--- src/rtl/nexys_starship_pkg.sv ---
// Shared definitions for the Nexys Starship hazard source.
// Holds FSM encodings, LFSR taps and repair-side indices.
package nexys_starship_pkg;

  typedef enum logic [2:0] {
    ST_IDLE  = 3'b001,
    ST_ARMED = 3'b010,
    ST_FIRE  = 3'b100
  } state_t;

  localparam logic [15:0] LFSR_TAPS = 16'hB400;

  localparam logic [1:0] SIDE_LR = 2'd0;
  localparam logic [1:0] SIDE_RR = 2'd1;
  localparam logic [1:0] SIDE_TR = 2'd2;
  localparam logic [1:0] SIDE_BR = 2'd3;

endpackage

--- src/rtl/nexys_starship_lfsr16.sv ---
// Free-running 16-bit Galois LFSR (right shift) with lock-up guard.
// Ports: Clk, Reset (sync, active-high), state (current LFSR value).
module nexys_starship_lfsr16
  import nexys_starship_pkg::*;
#(
  parameter logic [15:0] SEED = 16'hACE1
) (
  input  logic        Clk,
  input  logic        Reset,
  output logic [15:0] state
);

  always_ff @(posedge Clk) begin
    if (Reset) begin
      state <= SEED;
    end else if (state == 16'h0) begin
      state <= SEED;
    end else begin
      state <= (state >> 1) ^ (state[0] ? LFSR_TAPS : 16'h0);
    end
  end

endmodule

--- src/rtl/nexys_starship_event_gen.sv ---
// Random break scheduler: LFSR, game-tick divider and event FSM.
// Ports: Clk/Reset, play_flag, gameover_ctrl, level in; timer_clk,
// random_hex, LR/RR/TR/BR_random strobes, one-hot q_* state out.
module nexys_starship_event_gen
  import nexys_starship_pkg::*;
#(
  parameter logic [15:0] SEED     = 16'hACE1,
  parameter int          TICK_DIV = 50_000_000,
  parameter int          MIN_GAP  = 2
) (
  input  logic       Clk,
  input  logic       Reset,
  input  logic       play_flag,
  input  logic       gameover_ctrl,
  input  logic [1:0] level,
  output logic       timer_clk,
  output logic [3:0] random_hex,
  output logic       LR_random,
  output logic       RR_random,
  output logic       TR_random,
  output logic       BR_random,
  output logic       q_Idle,
  output logic       q_Armed,
  output logic       q_Fire
);

  localparam int DW = (TICK_DIV > 2) ? $clog2(TICK_DIV) : 1;
  localparam logic [DW-1:0] LAST = DW'(TICK_DIV - 1);
  localparam logic [DW-1:0] HALF = DW'(TICK_DIV / 2);

  logic [15:0]   lfsr;
  logic          lfsr_unused;
  logic [DW-1:0] div_cnt;
  logic [DW-1:0] div_nxt;
  logic          tick;
  logic [8:0]    gap;
  logic [8:0]    gap_cnt;
  logic [8:0]    gap_nxt;
  logic [3:0]    strobe;
  logic [3:0]    strobe_nxt;
  logic [3:0]    hex_nxt;
  state_t        state;
  state_t        state_nxt;

  nexys_starship_lfsr16 #(
    .SEED (SEED)
  ) u_lfsr (
    .Clk   (Clk),
    .Reset (Reset),
    .state (lfsr)
  );

  assign lfsr_unused = ^lfsr[11:8];

  assign tick    = (div_cnt == LAST);
  assign div_nxt = tick ? '0 : div_cnt + 1'b1;

  // Higher level shifts more random bits away -> shorter gaps.
  assign gap = 9'(MIN_GAP) + {1'b0, lfsr[7:0] >> {level, 1'b0}};

  always_comb begin
    state_nxt  = state;
    gap_nxt    = gap_cnt;
    strobe_nxt = '0;
    hex_nxt    = random_hex;
    if (gameover_ctrl) begin
      state_nxt = ST_IDLE;
      gap_nxt   = '0;
    end else begin
      case (state)
        ST_IDLE: begin
          if (play_flag) begin
            state_nxt = ST_ARMED;
            gap_nxt   = gap;
          end
        end
        ST_ARMED: begin
          if (tick) begin
            if (gap_cnt == 9'd0) begin
              state_nxt = ST_FIRE;
              hex_nxt   = (lfsr[15:12] == 4'h0) ? 4'h1 : lfsr[15:12];
              unique case (lfsr[1:0])
                SIDE_LR: strobe_nxt = 4'b0001;
                SIDE_RR: strobe_nxt = 4'b0010;
                SIDE_TR: strobe_nxt = 4'b0100;
                SIDE_BR: strobe_nxt = 4'b1000;
              endcase
            end else begin
              gap_nxt = gap_cnt - 9'd1;
            end
          end
        end
        ST_FIRE: begin
          state_nxt = ST_ARMED;
          gap_nxt   = gap;
        end
        default: begin
          state_nxt = ST_IDLE;
          gap_nxt   = '0;
        end
      endcase
    end
  end

  always_ff @(posedge Clk) begin
    if (Reset) begin
      div_cnt    <= '0;
      timer_clk  <= 1'b0;
      state      <= ST_IDLE;
      gap_cnt    <= '0;
      random_hex <= 4'h1;
      strobe     <= '0;
    end else begin
      div_cnt    <= div_nxt;
      timer_clk  <= (div_nxt >= HALF);
      state      <= state_nxt;
      gap_cnt    <= gap_nxt;
      random_hex <= hex_nxt;
      strobe     <= strobe_nxt;
    end
  end

  assign LR_random = strobe[SIDE_LR];
  assign RR_random = strobe[SIDE_RR];
  assign TR_random = strobe[SIDE_TR];
  assign BR_random = strobe[SIDE_BR];

  assign q_Idle  = state[0];
  assign q_Armed = state[1];
  assign q_Fire  = state[2];

endmodule
--- config.mk ---
export PLATFORM = sky130hd
export DESIGN_NAME = nexys_starship_event_gen
export DESIGN_NICKNAME = d
export VERILOG_FILES = /design/src/rtl/nexys_starship_pkg.sv /design/src/rtl/nexys_starship_lfsr16.sv /design/src/rtl/nexys_starship_event_gen.sv
export SDC_FILE = /design/constraint.sdc
export NUM_CORES = 1
export LEC_CHECK = 0
export BUFFER_PORTS_ARGS = -buffer_cell sky130_fd_sc_hd__buf_2
export CAP_MARGIN = 15
export CELL_PAD_IN_SITES_DETAIL_PLACEMENT = 0
export CELL_PAD_IN_SITES_GLOBAL_PLACEMENT = 1
export CORE_UTILIZATION = 46
export DETAILED_ROUTE_END_ITERATION = 10
export PLACE_DENSITY_LB_ADDON = 0.12
export SYNTH_ARGS = -nofsm -noshare
export SYNTH_HDL_FRONTEND = slang
export SYNTH_SLANG_ARGS = --single-unit
--- constraint.sdc ---
create_clock -name Clk -period 2.17 [get_ports Clk]
set_input_delay 0.1085 -clock Clk [delete_from_list [all_inputs] [get_ports Clk]]
set_output_delay 0.1085 -clock Clk [all_outputs]
set_load 0.02 [all_outputs]
### Yosys cells after proc, flatten, opt, wreduce, memory -nomap -nowiden

Index checks and enable logic that the tools add are counted.

* add/sub/neg operators: 3
* magnitude comparators: 1
* equal/unequal tests: 11
* shift-type cells: 1
* mux-type cells: 12
* bitwise operators: 5
* reduce and logical (&&, ||, !) cells: 10

Operators with widths (number)
* 9-bit two-way mux: 3
* 9-bit case mux with 3 select lines: 1
* 26-bit by 1-bit adder with 26-bit output, second input constant: 1
* 26-bit equality test, second input constant: 1
* 26-bit by 25-bit >= comparator with 1-bit output, second input constant: 1
* 26-bit two-way mux: 1
* 16-bit logical NOT: 1
* 16-bit two-way mux: 1
* 4-bit case mux with 4 select lines: 1
* 15-bit by 16-bit bitwise XOR with 16-bit output: 1
* 2-bit by 8-bit adder with 9-bit output, first input constant: 1
* 9-bit logical NOT: 1
* 3-bit two-way mux: 3
* 3-bit case mux with 3 select lines: 1
* 9-bit by 1-bit subtractor with 9-bit output, second input constant: 1
* 2-bit != test, second input constant: 4
* 8-bit by 3-bit right shift with 8-bit output: 1
* 3-bit AND reduction: 2
* 5-bit OR reduction: 1
* 2-bit equality test, second input constant: 2
* 4-bit logical NOT: 1
* 4-bit two-way mux: 1
* 1-bit inverter: 4
* 4-bit AND reduction: 1
* 6 further kinds: 7

* register bits after elaboration: 63
* input port bits: 6
* word-level logic and storage cells: 50

### Depth between registers and ports, before layout

* depth after elaboration: 4
* mapped depth: 10

### By module

From an unflattened synthesis, not the netlist that was laid out.

* cell total of the unflattened synthesis: 371
* area total of the unflattened synthesis: 3155.5 µm²

Modules (own cells, without submodules)
* nexys_starship_event_gen: instances 1, cells each 330, area each 2656.3 µm²
* nexys_starship_lfsr16: instances 1, cells each 41, area each 499.2 µm²

### Least setup slack after synthesis

No wires, ideal clock.

* path kind: register to register
* start point: register state[2]
* end point: register gap_cnt[8]
* setup time: 0.088 ns
* data arrival time: 1.906 ns
* required time: 2.082 ns
* path slack: 0.175 ns
* cell stages (with the launch flop): 9
* cell sequence: dfxtp_1 > xor2_1 > nand2b_1 > buf_6 > or3_4 > nor4_4 > o21bai_2 > a21oi_2 > a311oi_2

* word-level cells in the longest chain between the ends: 3
* elaborated cells between the ends (all ways): 8
* those cells by class: eq/ne (6); mux (1); reduce/logical (1)

RTL lines
* from (decl): RTL line nexys_starship_event_gen.sv:42 `state_t state;`
* from (signal assigned): RTL line nexys_starship_event_gen.sv:116 `state <= state_nxt;`
* 3-bit by 2-bit equality test with 1-bit output or 3-bit by 1-bit equality test with 1-bit output (tied branches): RTL line nexys_starship_event_gen.sv:70 `case (state)`
* 2-bit != test (no line)
* 3-bit AND reduction (no line)
* to (signal assigned): RTL line nexys_starship_event_gen.sv:117 `gap_cnt <= gap_nxt;`
* to (decl): RTL line nexys_starship_event_gen.sv:37 `logic [8:0] gap_cnt;`

Several ways; a longest one is shown, not always the timed one.
A chain may end at the register's enable or synchronous reset.

### Worst setup path in the final report

* start point: register div_cnt[7]
* end point: register timer_clk

* word-level cells in the longest chain between the ends: 3
* elaborated cells between the ends (all ways): 4
* those cells by class: add/sub (1); order compare (1); eq/ne (1); mux (1)

RTL lines
* from (decl): RTL line nexys_starship_event_gen.sv:33 `logic [DW-1:0] div_cnt;`
* from (signal assigned): RTL line nexys_starship_event_gen.sv:114 `div_cnt <= div_nxt;`
* 26-bit by 1-bit adder with 26-bit output or 26-bit equality test (tied branches): RTL line nexys_starship_event_gen.sv:56, nexys_starship_event_gen.sv:55
* 26-bit two-way mux *: RTL line nexys_starship_event_gen.sv:56 `assign div_nxt = tick ? '0 : div_cnt + 1'b1;`
* 26-bit by 25-bit >= comparator with 1-bit output *: RTL line nexys_starship_event_gen.sv:115 `timer_clk <= (div_nxt >= HALF);`
* to (signal assigned): RTL line nexys_starship_event_gen.sv:115
* to (decl): RTL line nexys_starship_event_gen.sv:16 `output logic timer_clk,`

Every way passes the cells marked *; elsewhere a longest branch is shown, timed or not.

==> impl_metrics.env <==
export IMPL_worst_pin_slew_ns=0.813
export IMPL_placed_area_sq_um=3560
export IMPL_gp_congestion=0.806
export IMPL_hpwl_microns=5250
export IMPL_p_leak_nw=1.52
export IMPL_clk_latency_ns=0.35
export IMPL_dieArea_sq_um=7350
export IMPL_fin_area_sq_um=3800
export IMPL_setup_viol=0
export IMPL_critPathMaxFanout=7
export IMPL_synth_edf_count=0
export IMPL_antenna_found_initial=0
export IMPL_finalCriticalPeriod_ns=1.99
export IMPL_startpoint_type="flip-flop"
export IMPL_powerDensity_nw_per_um2=663
export IMPL_io_buffers=17
export IMPL_peakVddDrop_uv=368
export IMPL_cts_root_buf="clkbuf_8"
export IMPL_critical_path_required_ns=2.44
export IMPL_postSynth_asyncResetShare_pct=0
export IMPL_fin_cells=513
export IMPL_rows=30
export IMPL_synth_top_cell_by_area="dfxtp_1"
export IMPL_fp_dieW_microns=85.8
export IMPL_synthTopCellsByArea="dfxtp_1, nor2_1, xor2_1, xnor2_1, nand2_1"
export IMPL_syn_nets=382
export IMPL_overflow=0
export IMPL_grt_pass1_vias=2519
export IMPL_h_tree_depth=3
export IMPL_min_path_type="input pin to flip-flop"
export IMPL_fin_crit_sh_pct=91.8
export IMPL_dp_cells=495
export IMPL_start_util_pct=47.5
export IMPL_postSynthAreaPerCell_sq_um=8.67
export IMPL_worst_setup_path_end_kind="flip-flop"
export IMPL_fmax_mhz=502
export IMPL_seq_area_frac_synth_pct=39.1
export IMPL_synth_cells=372
export IMPL_yosys_warnings=0
export IMPL_synth_common_cells="dfxtp_1, nor2_1, nand2_1"
export IMPL_grt_max_degree=24
export IMPL_numCtsBuffers=9
export IMPL_grt_pass1_wl_microns=11900
export IMPL_drtIter0Drc=125
export IMPL_clk_pin_slew_ns=0.08
export IMPL_drt_pre_antenna_iters=4
export IMPL_drt_wl_total_microns=7100
export IMPL_timing_hold_ws_ns=0.113
export IMPL_synthFlopType="dfxtp_1"
export IMPL_slew_violations=0
export IMPL_num_io_pins=18
export IMPL_dieHeight_microns=85.8
export IMPL_vias=2722
export IMPL_outcome="finished clean"
export IMPL_synth_cell_types=59
export IMPL_syn_area_sq_um=3230
export IMPL_criticalPathCategory="flip-flop to flip-flop"
export IMPL_routed_via_density=5.31
export IMPL_slew_headroom_pct=45.1
export IMPL_ant_nets=0
export IMPL_rsz0062_at_grt="false"
export IMPL_fin_skew_ns=0.0128
export IMPL_core_area_sq_um=6790
export IMPL_maxCapViolCount=0
export IMPL_area_delta_synth_final_pct=17.8
export IMPL_finalSetupTns_ns=0
export IMPL_synth_most_common_cell="dfxtp_1"
export IMPL_post_drt_wl_per_cell_microns=13.8
export IMPL_drc=0
export IMPL_grtUsageTotal_pct=21.0
export IMPL_cts_tree="built"
export IMPL_final_nets=422
export IMPL_ys_ff_latch=63
export IMPL_yosys_area_top_type_share_pct=39.1
export IMPL_drive_above_1_share_pct=20.6
export IMPL_cts_buffer_depth=2
export IMPL_cts_sinks=63
export IMPL_diodes=0
export IMPL_finalHoldViolations=0
export IMPL_worstPathArrival_ns=2.26
metal layers:
metal | wire (microns) | vias up | global-route usage (%)
met2 | 3400 | 26 | 33.6
met3 | 148 | 11 | 4.33
met1 | 3440 | 1293 | 27.0
li1 | - | 1392 | -
met4 | 108 | 0 | 10.6
met5 | 0 | - | 0
stage by stage:
stage / utilization (%) / setup slack (ns) / power, mW
CTS: 55.3 / 0.0131 / 2.55
detailed placement: 52.4 / 0.0463 / 1.50
finish: 56.0 / 0.178 / 2.52
floorplan: - / 0.175 / 1.42
global placement: 52.4 / 0.124 / 1.50
global route: 56.0 / 0.00836 / 2.65
worst max-delay path, cell delays in order, from the launching register on:
cell	delay, ns
dfxtp_1	0.46
nand4_2	0.22
nor4_4	0.44
nand3_2	0.11
xor2_1	0.17
nor4_1	0.29
nand2_1	0.08
o211ai_1	0.15
report_power, final:
group          internal (mW)  leakage (nW)  switching, mW  total (mW)
registers               1.19         0.514         0.0326        1.22
logic                  0.113         0.900          0.142       0.255
clock network          0.542         0.101          0.503        1.04
total                   1.84          1.52          0.678        2.52
area by class of cell:
type                    count  area (sq um)
fillers                   656          2990
multi-input cells         287          1900
flip-flops and latches     63          1260
repair buffers             45           295
clock buffers               9           124
well taps                  96           120
clock inverters             7          77.6
inverters                   6          22.5
cells by family (layout without fill, tap and decap cells):
logic type | Yosys count | in the layout | share of synthesized area (%)
AO/OA/AOI/OAI | 57 | 57 | 11.7
XOR/XNOR | 34 | 34 | 9.23
adder cells (fa/ha/maj) | 4 | 4 | 1.55
buffers and inverters | 22 | 67 | 2.87
flip-flops | 63 | 63 | 39.1
multiplexers | 9 | 9 | 3.26
AND/OR/NAND/NOR | 183 | 183 | 32.3
placed cells by master (no fill, tap or decap), types with 13 or more instances in the layout:
master	n
nand2_1	26
nand2b_1	13
xor2_1	20
xnor2_1	14
nor2_1	55
nand3_1	18
a21oi_1	17
buf_2	17
dfxtp_1	61
buf_4	28
state kept, by name (all words and copies together) (netlist names):
signal	cells
div_cnt	26
state	3
u_lfsr.state	16
timer_clk	1
random_hex	4
gap_cnt	9
strobe	4
repair_timing:
action | CTS | global route
gates resized for setup | 0 | 8
buffers inserted | 0 | 2
endpoints found under the setup margin | 0 | 12
hold buffers | 0 | 0
worst paths after layout:
path | slack [ns] | end | start | cells after the start
max reg2reg | 0.18 | timer_clk$_SDFF_PP0_ | div_cnt[7]$_SDFF_PP0_ | 7
min | 0.11 | state[0]$_SDFFE_PP1P_ | gameover_ctrl | 3
min reg2reg | 0.45 | u_lfsr.state[7]$_SDFF_PP1_ | u_lfsr.state[8]$_SDFF_PP0_ | 1
max | 0.18 | timer_clk$_SDFF_PP0_ | div_cnt[7]$_SDFF_PP0_ | 7
(Power assumes the default switching activity.)
